File: config.mk
export PLATFORM = sky130hd
export DESIGN_NAME = fetch_prefetch_stage
export DESIGN_NICKNAME = d
export VERILOG_FILES = /design/src/rtl/fetch_pkg.sv /design/src/rtl/fetch_fifo.sv /design/src/rtl/fetch_prefetch_stage.sv
export SDC_FILE = /design/constraint.sdc
export NUM_CORES = 1
export LEC_CHECK = 0
export ABC_AREA = 1
export ABC_CLOCK_PERIOD_IN_PS = 5500
export CELL_PAD_IN_SITES_DETAIL_PLACEMENT = 0
export CELL_PAD_IN_SITES_GLOBAL_PLACEMENT = 2
export CORE_MARGIN = 1
export CORE_UTILIZATION = 30
export DETAILED_ROUTE_END_ITERATION = 8
export GPL_ROUTABILITY_DRIVEN = 0
export PLACE_DENSITY = 0.71
export SLEW_MARGIN = 20
export SYNTH_ARGS = -nofsm -noshare
export SYNTH_HDL_FRONTEND = slang
export SYNTH_HIERARCHICAL = 1
export SYNTH_SLANG_ARGS = --single-unit
export TNS_END_PERCENT = 20
File: constraint.sdc
create_clock -name i_clk -period 5.5 [get_ports i_clk]
set_input_delay 0.825 -clock i_clk [delete_from_list [all_inputs] [get_ports i_clk]]
set_output_delay 0.825 -clock i_clk [all_outputs]
set_load 0.05 [all_outputs]
File: src/rtl/fetch_pkg.sv
// Shared types and constants for the fetch stage.
package fetch_pkg;

  localparam int FETCH_XLEN = 32;
  localparam logic [31:0] NOP_INST = 32'h00000013;

  typedef struct packed {
    logic [FETCH_XLEN-1:0] pc;
    logic [FETCH_XLEN-1:0] inst;
  } fetch_entry_t;

  // Counter width able to hold 0..n inclusive.
  function automatic int cnt_w(input int n);
    return (n < 1) ? 1 : $clog2(n + 1);
  endfunction

endpackage

File: src/rtl/fetch_fifo.sv
// Generic synchronous FIFO with flush; DEPTH need not be a power of two.
module fetch_fifo
  import fetch_pkg::*;
#(
  parameter int W     = 64,
  parameter int DEPTH = 4,
  localparam int AW   = (DEPTH > 1) ? $clog2(DEPTH) : 1,
  localparam int CW   = cnt_w(DEPTH)
) (
  input  logic          i_clk,
  input  logic          i_reset,
  input  logic          flush,
  input  logic          push,
  input  logic [W-1:0]  din,
  input  logic          pop,
  output logic [W-1:0]  dout,
  output logic          full,
  output logic          empty,
  output logic [CW-1:0] count
);

  logic [DEPTH-1:0][W-1:0] mem;
  logic [AW-1:0]           rd_ptr, wr_ptr;
  logic                    do_push, do_pop;

  function automatic logic [AW-1:0] ptr_inc(input logic [AW-1:0] p);
    return (32'(p) == 32'(DEPTH - 1)) ? '0 : p + AW'(1);
  endfunction

  assign empty   = (count == '0);
  assign full    = (count == CW'(DEPTH));
  assign do_pop  = pop && !empty;
  // A full queue still accepts a push when the head leaves in the same cycle.
  assign do_push = push && (!full || do_pop);
  assign dout    = mem[rd_ptr];

  always_ff @(posedge i_clk) begin
    if (i_reset || flush) begin
      rd_ptr <= '0;
      wr_ptr <= '0;
      count  <= '0;
    end else begin
      if (do_push) wr_ptr <= ptr_inc(wr_ptr);
      if (do_pop)  rd_ptr <= ptr_inc(rd_ptr);
      case ({do_push, do_pop})
        2'b10:   count <= count + CW'(1);
        2'b01:   count <= count - CW'(1);
        default: count <= count;
      endcase
    end
  end

  always_ff @(posedge i_clk) begin
    if (do_push) mem[wr_ptr] <= din;
  end

endmodule

File: src/rtl/fetch_prefetch_stage.sv
// Fetch stage: PC owner, pipelined imem requests, prefetch queue toward Decode.
// FETCH_BYPASS_EN: forward a response straight to Decode when the queue is empty.
module fetch_prefetch_stage
  import fetch_pkg::*;
#(
  parameter int              XLEN     = 32,
  parameter int              DEPTH    = 4,
  parameter int              MAX_OUTS = 2,
  parameter logic [XLEN-1:0] RESET_PC = '0
) (
  input  logic            i_clk,
  input  logic            i_reset,
  input  logic            i_redirect,
  input  logic [XLEN-1:0] i_redirect_pc,
  output logic            o_imem_req,
  output logic [XLEN-1:0] o_imem_addr,
  input  logic            i_imem_gnt,
  input  logic            i_imem_rvalid,
  input  logic [XLEN-1:0] i_imem_rdata,
  output logic            o_id_valid,
  input  logic            i_id_ready,
  output logic [XLEN-1:0] o_id_pc,
  output logic [XLEN-1:0] o_id_inst
);

  localparam int QCW = cnt_w(DEPTH);
  localparam int OW  = cnt_w(MAX_OUTS);

  typedef struct packed {
    logic [XLEN-1:0] pc;
    logic [XLEN-1:0] inst;
  } entry_t;

  logic [XLEN-1:0] pc_q;
  logic [OW-1:0]   outs_q, drop_q;

  entry_t          q_din, q_dout, rsp, head;
  logic            q_push, q_pop, q_full, q_empty;
  logic [QCW-1:0]  q_count;

  logic [XLEN-1:0] t_dout;
  logic            t_push, t_pop, t_full, t_empty;
  logic [OW-1:0]   t_count;

  logic [31:0]     q_fill, credit;
  logic            issue, rsp_take, rsp_drop, byp;
  logic            unused_redir_lsb;

  assign unused_redir_lsb = ^i_redirect_pc[1:0];

  // Queue slots are reserved at issue time, so a response can always be pushed.
  assign q_fill = 32'(q_count) + 32'(outs_q);
  assign credit = 32'(outs_q) + 32'(drop_q);

  assign o_imem_req  = !i_reset && !i_redirect &&
                       (q_fill < 32'(DEPTH)) && (credit < 32'(MAX_OUTS));
  assign o_imem_addr = pc_q;
  assign issue       = o_imem_req && i_imem_gnt;

  assign rsp_drop = i_imem_rvalid && (drop_q != '0);
  assign rsp_take = i_imem_rvalid && (drop_q == '0);
  assign rsp      = '{pc: t_dout, inst: i_imem_rdata};

`ifdef FETCH_BYPASS_EN
  assign byp = q_empty && rsp_take && !i_redirect && !i_reset;
`else
  assign byp = 1'b0;
`endif

  assign head       = q_empty ? rsp : q_dout;
  assign o_id_valid = !i_reset && (!q_empty || byp);
  assign o_id_pc    = o_id_valid ? head.pc : '0;
  assign o_id_inst  = o_id_valid ? head.inst : XLEN'(NOP_INST);

  // A bypassed response consumed by Decode never touches the queue.
  assign q_din  = rsp;
  assign q_push = rsp_take && !i_redirect && !(byp && i_id_ready);
  assign q_pop  = !q_empty && i_id_ready && !i_redirect && !i_reset;

  assign t_push = issue;
  assign t_pop  = rsp_take;

  fetch_fifo #(.W($bits(entry_t)), .DEPTH(DEPTH)) u_entry_q (
    .i_clk   (i_clk),
    .i_reset (i_reset),
    .flush   (i_redirect),
    .push    (q_push),
    .din     (q_din),
    .pop     (q_pop),
    .dout    (q_dout),
    .full    (q_full),
    .empty   (q_empty),
    .count   (q_count)
  );

  fetch_fifo #(.W(XLEN), .DEPTH(MAX_OUTS)) u_tag_q (
    .i_clk   (i_clk),
    .i_reset (i_reset),
    .flush   (i_redirect),
    .push    (t_push),
    .din     (pc_q),
    .pop     (t_pop),
    .dout    (t_dout),
    .full    (t_full),
    .empty   (t_empty),
    .count   (t_count)
  );

  always_ff @(posedge i_clk) begin
    if (i_reset) begin
      pc_q   <= RESET_PC;
      outs_q <= '0;
      drop_q <= '0;
    end else if (i_redirect) begin
      // Everything still in flight becomes drop credit, minus a response landing now.
      pc_q   <= {i_redirect_pc[XLEN-1:2], 2'b00};
      drop_q <= drop_q + outs_q - OW'(i_imem_rvalid);
      outs_q <= '0;
    end else begin
      if (issue) pc_q <= pc_q + XLEN'(4);
      outs_q <= outs_q + OW'(issue) - OW'(rsp_take);
      drop_q <= drop_q - OW'(rsp_drop);
    end
  end

  // Protocol and bookkeeping invariants.
  always_ff @(posedge i_clk) begin
    if (!i_reset) begin
      if (i_imem_rvalid) assert (credit != '0);
      assert (t_count == outs_q);
      assert (!(q_push && q_full && !q_pop));
      assert (!(t_push && t_full));
      assert (!(rsp_take && t_empty));
    end
  end

endmodule

==> Yosys cells after proc, flatten, opt, wreduce, memory -nomap -nowiden <==
Index checks and enable logic that the tools add are counted.
{ "op_classes": {"magnitude_cmp": 8, "n_eq_ne": 8, "bitwise_logic": 0, "div": 0, "mux": 22, "mul": 0, "addsub": 16, "shift": 0, "n_reduce_logical": 34} }
{ "op_table": {"columns": ["op", "count"], "rows": [
  ["bitwise mux 256 bit", 1],
  ["two-way mux 32 bit", 7],
  ["two-way mux 64 bit", 3],
  ["binary-select mux 64 bit (select 2 bit)", 1],
  ["demux 64 bit (select 2 bit)", 1],
  ["bitwise mux 64 bit", 1],
  ["adder 32 x 3 -> 32 bit (second input constant)", 1],
  ["demux 32 bit (select 1 bit)", 1],
  ["logical AND 1 bit", 17],
  ["== test 2 bit (second input constant)", 5],
  ["nonzero test 2 bit", 4],
  ["adder 2 x 1 -> 2 bit (second input constant)", 3],
  ["logical NOT 1 bit", 6],
  ["< comparator 2 x 3 -> 1 bit (second input constant)", 2],
  ["two-way mux 2 bit", 3],
  ["case mux 3 bit (2 select lines)", 1],
  ["subtractor 2 x 1 -> 2 bit", 3],
  ["adder 3 x 2 -> 4 bit", 1],
  ["== test 2 x 1 -> 1 bit (second input constant)", 2],
  ["logical NOT 2 bit", 2],
  ["< comparator 1 x 2 -> 1 bit (second input constant)", 2],
  ["< comparator 4 x 3 -> 1 bit (second input constant)", 1],
  ["case mux 2 bit (2 select lines)", 1],
  ["adder 2 x 2 -> 3 bit", 1],
  ["other kinds (14)", 18]
]} }
{ "word_totals": {"input_bits": 70, "mem_count": 0, "ram_bits": 0, "ff_bits": 367, "rom_bits": 0, "output_inout_bits": 98, "latch_bits": 0, "word_cells": 104} }

==> Logic depth before layout (Yosys ltp) <==
Gate-level depths: netlist (run 1).
{ "depth": {"depth_word": 10, "ltp_mapped": 14, "ltp_nobuf": 13} }

==> By module <==
The synthesis (run 1) kept the hierarchy.
{ "by_module_without_submodules": {"columns": ["module", "cells_each", "seq_area_each_um2", "instances", "area_each_um2"], "rows": [
  ["fetch_fifo at u_entry_q", 684, 7827.5, 1, 9939.5],
  ["fetch_prefetch_stage", 591, 680.7, 1, 3150.5],
  ["fetch_fifo at u_tag_q", 204, 2001.9, 1, 2571.2]
]} }

==> Worst setup path after synthesis (run 1) <==
OpenSTA, ideal clock, no wires.
{ "synth_path": {"path_kind": "input to register", "startpoint": "in i_reset", "endpoint": "reg u_entry_q/mem[0] in the netlist's numbering (enable)", "setup_slack_ps": -135, "n_path_buf": 2, "cell_stages": 9, "arrival_time_ps": 5148, "required_time_ps": 5013, "setup_time_ps": 487, "path_cell_list": "buf_4 > nor2_1 > inv_1 > clkbuf_1 > nor2_1 > inv_1 > nand2_1 > nand2_2 > nor2_1"} }
{ "synth_via": {"elab_chain_len": 5} }
{ "synth_rtl": {"columns": ["element", "line_no", "rtl"], "rows": [
  ["start: declaration", "fetch_prefetch_stage.sv:12", "input logic i_reset,"],
  ["logical NOT 1 bit", null, null],
  ["logical AND 1 bit", "fetch_prefetch_stage.sv:78", "assign q_pop = !q_empty && i_id_ready && !i_redirect && !i_reset;"],
  ["named net q_pop", "fetch_prefetch_stage.sv:38", "logic q_push, q_pop, q_full, q_empty;"],
  ["logical AND 1 bit", "fetch_fifo.sv:32", "assign do_pop = pop && !empty;"],
  ["logical OR 1 bit", "fetch_fifo.sv:34", "assign do_push = push && (!full || do_pop);"],
  ["logical AND 1 bit", "fetch_fifo.sv:34", null],
  ["end signal: indexed assignment", "fetch_fifo.sv:54", "if (do_push) mem[wr_ptr] <= din;"],
  ["end: declaration", "fetch_fifo.sv:22", "logic [DEPTH-1:0][W-1:0] mem;"]
]} }
The timed path passes the listed nets, and every way through them passes these cells.
A chain may end at the register's enable or synchronous reset.

==> results of run 1 <==
-- stage by stage --
stage / power, W / hold slack [ps]
final: 0.006309 / 530.4
after global routing: 0.006560 / 557.0
after CTS: 0.006412 / 538.6
after detailed placement: 0.003707 / 531.3
after global placement: 0.003701 / 513.2
after floorplan: 0.003498 / 475.0
-- state kept, by name (all words and copies together), names as in the netlist --
name	count
u_tag_q/mem	64
u_tag_q/count	2
u_entry_q/rd_ptr	2
u_entry_q/mem	256
drop_q	2
u_entry_q/wr_ptr	2
o_imem_addr	30
u_tag_q/rd_ptr	1
u_tag_q/wr_ptr	1
u_entry_q/count	3
outs_q	2
-- layer usage --
layer | up-vias | part of all wire [%] | track usage [%] | wire length, um
met5 | - | 0 | 0 | 0
met4 | 0 | 1.9 | 4.387 | 729
met3 | 50 | 4.4 | 2.446 | 1700
met2 | 208 | 47 | 24.57 | 18160
met1 | 4958 | 46 | 19.05 | 17780
li1 | 5315 | - | - | -
-- worst paths after layout --
| check | startpoint | endpoint | slack (ps) | cells after the start |
|---|---|---|---|---|
| hold / removal | u_entry_q/wr_ptr[1] | u_entry_q/wr_ptr[1] | 530 | 2 |
| setup reg to reg | u_entry_q/count[2] | u_entry_q/mem[41] | 2230 | 11 |
| hold reg to reg | u_entry_q/wr_ptr[1] | u_entry_q/wr_ptr[1] | 530 | 2 |
| setup / recovery | u_entry_q/rd_ptr[0] | o_id_pc[11] | 1160 | 6 |
-- critical path: stages (launching register included) --
cell             delay, ps
dfxtp_4                770
buf_4                  670
o21ai_0                200
o22ai_1                220
inv_1                  120
nor2_1                 130
clkdlybuf4s50_1        820
-- cell usage in the layout, fill, tap and decap left out, types with 2 or more instances in the layout --
cell / n
conb_1: 6
clkdlybuf4s50_1: 163
a21oi_1: 32
buf_4: 12
nor2_1: 261
nand3b_1: 2
nand3_2: 3
ha_1: 14
nand2_2: 7
clkinv_2: 9
fa_1: 2
clkbuf_16: 42
o22ai_1: 64
o21bai_1: 2
xnor2_1: 7
o21ai_0: 94
inv_2: 6
inv_1: 136
clkbuf_1: 6
a31oi_1: 2
nor3_1: 3
nand2_1: 275
nand4_1: 3
or2_2: 5
clkbuf_8: 2
o21ai_1: 51
nor2_4: 8
nand3_1: 46
dfxtp_1: 43
buf_12: 4
clkinv_1: 8
nor2_2: 6
a22oi_1: 2
xor2_1: 3
bufinv_16: 4
edfxtp_1: 320
-- cell type report --
| class | count | area share [%] |
|---|---|---|
| Tap cell | 680 | 4.417 |
| Clock inverter | 24 | 1.182 |
| Multi-Input combinational cell | 903 | 21.94 |
| Sequential cell | 365 | 54.59 |
| Clock buffer | 50 | 5.716 |
| Inverter | 143 | 2.800 |
| Timing Repair Buffer | 179 | 9.354 |
-- power by group through the flow --
stage	Combinational, W	Sequential, W	Clock (W)
floorplan	0.000254	0.00324	0
global placement	0.000491	0.00321	0
detailed placement	0.000495	0.00321	0
CTS	0.000497	0.00315	0.00276
global route	0.000539	0.00316	0.00286
finish	0.000487	0.00315	0.00267
==> metrics.csv, run 1 <==
stage,metric,value,unit
clocking,TritonCTS Buffers,41,
final_layout,register area,10520,um^2
placement,Placed Area,17930,um^2
clocking,clock transition at the registers of the reported paths,60,ps
routing,detailed-route DRC error count,0,
timing,Final min period,4344,ps
routing,initial drt markers,433,
final_layout,Non-Filler Instances,2344,
timing,slew margin rel.,35.83,%
grt,first-pass GRT wire length,59.22,mm
final_layout,fillers,5097,
routing,TritonRoute pass-1 iters,7,
floorplan,die height,230.4,um
timing,Slew Limit Fails,0,
pwr,Sequential Power Share,50.0,%
final_layout,area delta synth->final,23.05,%
clocking,Longest Clk Path Bufs,3,
critical_path,crit path DAT,3520,ps
hold_path,min-delay worst type,reg -> reg,
floorplan,die area,53100,um^2
floorplan,Rows,83,
critical_path,CP required,4680,ps
pwr,cell internal pwr,0.004874,W
grt,Global Route Usage Sum,14.55,%
routing,antenna-violating nets left,0,
final_layout,Inserted Diodes,0,
timing,clock skew,27.67,ps
placement,dpl cells,2270,
pwr,Switch Pwr,0.001434,W
pwr,"IR drop worst, VDD",0.1819,mV
timing,final setup fails,0,
clocking,hold bufs inserted after CTS,0,
floorplan,core area,51410,um^2
clocking,post-CTS setup buffers,0,
run,max-cap violations,0,
timing,Slew @ Worst Pin,960.3,ps
routing,via count,10530,
logic_synthesis,area of the mapped netlist,15650,um^2
timing,Fin Setup TNS,0,ps
outcome,outcome,"complete, no violations",
routing,vias per cell,4.493,
pwr,Lkg Pwr,6.994,nW
grt,initial antenna violation count,0,
timing,unrepaired setup endpoints after global routing,no,
clocking,CTS tree,yes,
routing,DR WL/cell,16.37,um
placement,post-DP HPWL,24.08,mm
placement,IO buf count,163,
critical_path,Critical Path Fanout Max,70,
final_layout,footprint of the multi-input gates,4227,um^2
logic_synthesis,Post-Syn Area per Cell,10.60,um^2
pwr,Logic pwr share,7.7,%
critical_path,Startpoint Class,register,
clocking,H-Tree Level Count,2,
logic_synthesis,Synth Instances,1477,
logic_synthesis,Synth Warn #,6,
clocking,later-pin clock latency in the skew report,550,ps
grt,vias in the first global route,10400,
final_layout,share of layout cells above drive strength 1,6.971,%
timing,final hold violation count,0,
clocking,PostCTS Resize Cnt,0,
timing,f_max,230.2,MHz
placement,Setup WS pre-CTS,1214,ps
final_layout,Layout Nets,1719,
floorplan,Initial Util,30.45,%
final_layout,Util after Layout,37.47,%
pwr,PwrDens,327.5,nW/um^2
floorplan,IO Count,168,
final_layout,final non-filler cell area,19260,um^2
pwr,clock share of power,42.3,%
grt,largest net degree at the start of global routing,71,
clocking,CTS Root Buffer Type,clkbuf_16,
pwr,sw frac,22.74,%
clocking,clk sinks,365,
timing,Tcrit/Tclk final,78.98,%
timing,PnR worst setup slack,1156,ps
routing,WL final,38.37,mm
floorplan,Die X,230.4,um
critical_path,WS Path Type,reg -> out,
grt,grt total ovfl,0,
critical_path,CP endpoint kind,output port,
No activity file was read; power rests on OpenSTA's default activity.
==> run 2, diff against run 1 <==
ABC_CLOCK_PERIOD_IN_PS = 3700   (was 5500)
PLACE_DENSITY = 0.73   (was 0.71)
clock period = 3.7 ns   (was 5.5 ns; I/O delays follow)
==> metrics.csv, run 2 (synthesized netlist as in run 1, its figures left out) <==
stage,metric,value,unit
floorplan,core area,51410,um^2
routing,initial drt markers,555,
clocking,later-pin clock latency in the skew report,550,ps
critical_path,CP endpoint kind,output port,
hold_path,hold_sp,u_entry_q/wr_ptr[1],
timing,slew margin rel.,44.71,%
critical_path,Startpoint Class,register,
outcome,outcome,"complete, no violations",
placement,Placed Area,18250,um^2
clocking,H-Tree Level Count,2,
grt,initial antenna violation count,0,
critical_path,Crit path largest cell delay,660,ps
clocking,CTS tree,yes,
routing,DR WL/cell,16.36,um
pwr,PwrDens,468.4,nW/um^2
placement,IO buf count,163,
clocking,clock transition at the registers of the reported paths,60,ps
timing,final hold violation count,0,
critical_path,R2R cell count,13,
grt,grt total ovfl,0,
critical_path,WS Path Type,reg -> out,
final_layout,"Most flops, register",u_entry_q/mem,
floorplan,IO Count,168,
critical_path,worst reg2reg startpoint,drop_q[0],
timing,Slew Limit Fails,0,
routing,WL final,38.47,mm
final_layout,share of layout cells above drive strength 1,11.13,%
timing,unrepaired setup endpoints after global routing,no,
critical_path,slowest cell on the critical path,inv_6,
placement,post-DP HPWL,23.79,mm
final_layout,"commonest non-fill, non-tap cells in the layout","320 x edfxtp_1, 275 x nand2_1, 261 x nor2_1, 136 x inv_1, 97 x clkdlybuf4s50_1",
critical_path,buffers and inverters on the worst path,4,
grt,vias in the first global route,10380,
hold_path,hold path endpoint,u_entry_q/wr_ptr[1],
timing,final setup fails,0,
pwr,Lkg Pwr,7.199,nW
clocking,Longest Clk Path Bufs,3,
timing,Tcrit/Tclk final,88.53,%
timing,f_max,305.3,MHz
routing,antenna-violating nets left,0,
clocking,PostCTS Resize Cnt,0,
floorplan,die area,53100,um^2
timing,Slew @ Worst Pin,829.3,ps
clocking,hold bufs inserted after CTS,0,
pwr,PnR Total Power,0.009112,W
routing,vias per cell,4.510,
critical_path,Critical Path Fanout Max,107,
grt,Global Route Usage Sum,14.48,%
timing,worst hold margin,527.8,ps
hold_path,min-delay worst type,reg -> reg,
run,max-cap violations,0,
critical_path,Reg-to-Reg End,outs_q[1],
final_layout,Inserted Diodes,0,
routing,detailed-route DRC error count,0,
grt,largest net degree at the start of global routing,108,
floorplan,Die X,230.4,um
clocking,CTS Root Buffer Type,clkbuf_16,
floorplan,Initial Util,30.45,%
final_layout,final non-filler cell area,19450,um^2
timing,clock skew,17.70,ps
critical_path,"Cell Chain, Critical Path",inv_6 > buf_4 > nor2_1 > o22ai_1 > inv_1 > nor2_1 > buf_4,
routing,TritonRoute pass-1 iters,5,
final_layout,Largest register FFs,256,
final_layout,area delta synth->final,24.27,%
final_layout,Util after Layout,37.84,%
clocking,TritonCTS Buffers,40,
critical_path,reg2reg setup slack,1110,ps
final_layout,Layout Nets,1727,
pwr,"IR drop worst, VDD",0.2965,mV
clocking,clk sinks,365,
routing,via count,10600,
placement,dpl cells,2279,
grt,first-pass GRT wire length,59.26,mm
critical_path,critical path's top delay family,buffers and inverters,
critical_path,CP required,3140,ps
floorplan,Rows,83,
final_layout,Non-Filler Instances,2351,
timing,Final min period,3276,ps
floorplan,die height,230.4,um
final_layout,"most common cell after layout, fill and taps aside",edfxtp_1,
critical_path,crit path DAT,2720,ps
hold_path,WHS Path Cells,2,
clocking,post-CTS setup buffers,0,
-- run 2: cell count changes in the layout (fill, tap and decap cells not counted), sizes merged --
| cell | delta |
|---|---|
| inv | +2 |
| clkinv | -5 |
| clkbuf | +3 |
| buf | +75 |
| clkdlybuf4s50 | -66 |
| bufinv | -3 |
| clkinvlp | +1 |
-- run 2: final cells by class --
| type | instances | area (um^2) |
|---|---|---|
| fillers | 5062 | 31950 |
| clock inverters | 19 | 141.4 |
| flip-flops and latches | 365 | 10520 |
| multi-input cells | 903 | 4227 |
| repair buffers | 188 | 2117 |
| well taps | 680 | 850.8 |
| clock buffers | 53 | 1060 |
| inverters | 143 | 541.8 |
-- run 2: metrics by stage --
stage          worst slack (ps)  setup TNS [ps]
2_1_floorplan            -610.2         -156210
3_3_place_gp              697.1               0
3_5_place_dp              664.7               0
4_1_cts                   64.96               0
5_1_grt                   221.3               0
6_report                  424.4               0
-- run 2: worst max-delay path by stage --
| stage | from | to | slack (ps) | cells after the start |
|---|---|---|---|---|
| detailed placement | u_entry_q/rd_ptr[0] | o_id_inst[26] | 660 | 7 |
| floorplan | i_reset | u_entry_q/mem[0] | -610 | 9 |
| CTS | u_entry_q/rd_ptr[0] | o_id_inst[26] | 60 | 7 |
| global route | u_entry_q/rd_ptr[0] | o_id_inst[24] | 220 | 7 |
| global placement | u_entry_q/rd_ptr[0] | o_id_inst[26] | 700 | 7 |
| finish | u_entry_q/rd_ptr[0] | o_id_inst[26] | 420 | 7 |
-- run 2: worst min-delay path, cell delays in order, from the launching register on --
cell	delay (ps)
dfxtp_1	320
inv_1	90
a21oi_1	60
-- run 2: report_power, final --
group          internal (W)  switching, W  leakage [nW]  total [W]
combinational      0.000274      0.000476          3.33   0.000751
sequential          0.00460     0.0000844          3.28    0.00469
clock               0.00210       0.00158         0.584    0.00367
-- run 2: routing by layer --
layer,vias up,track usage (%),wire [um]
li1,5330,-,-
met1,5018,19.46,18130
met2,208,23.93,17790
met3,46,2.705,1853
met4,0,3.787,691
met5,-,0,0
==> run 3, diff against run 2 <==
CTS_CLUSTER_SIZE = 30   (was default)
==> results of run 3 <==
Same layout as run 2: the final DEF is identical, and so are final timing and power.
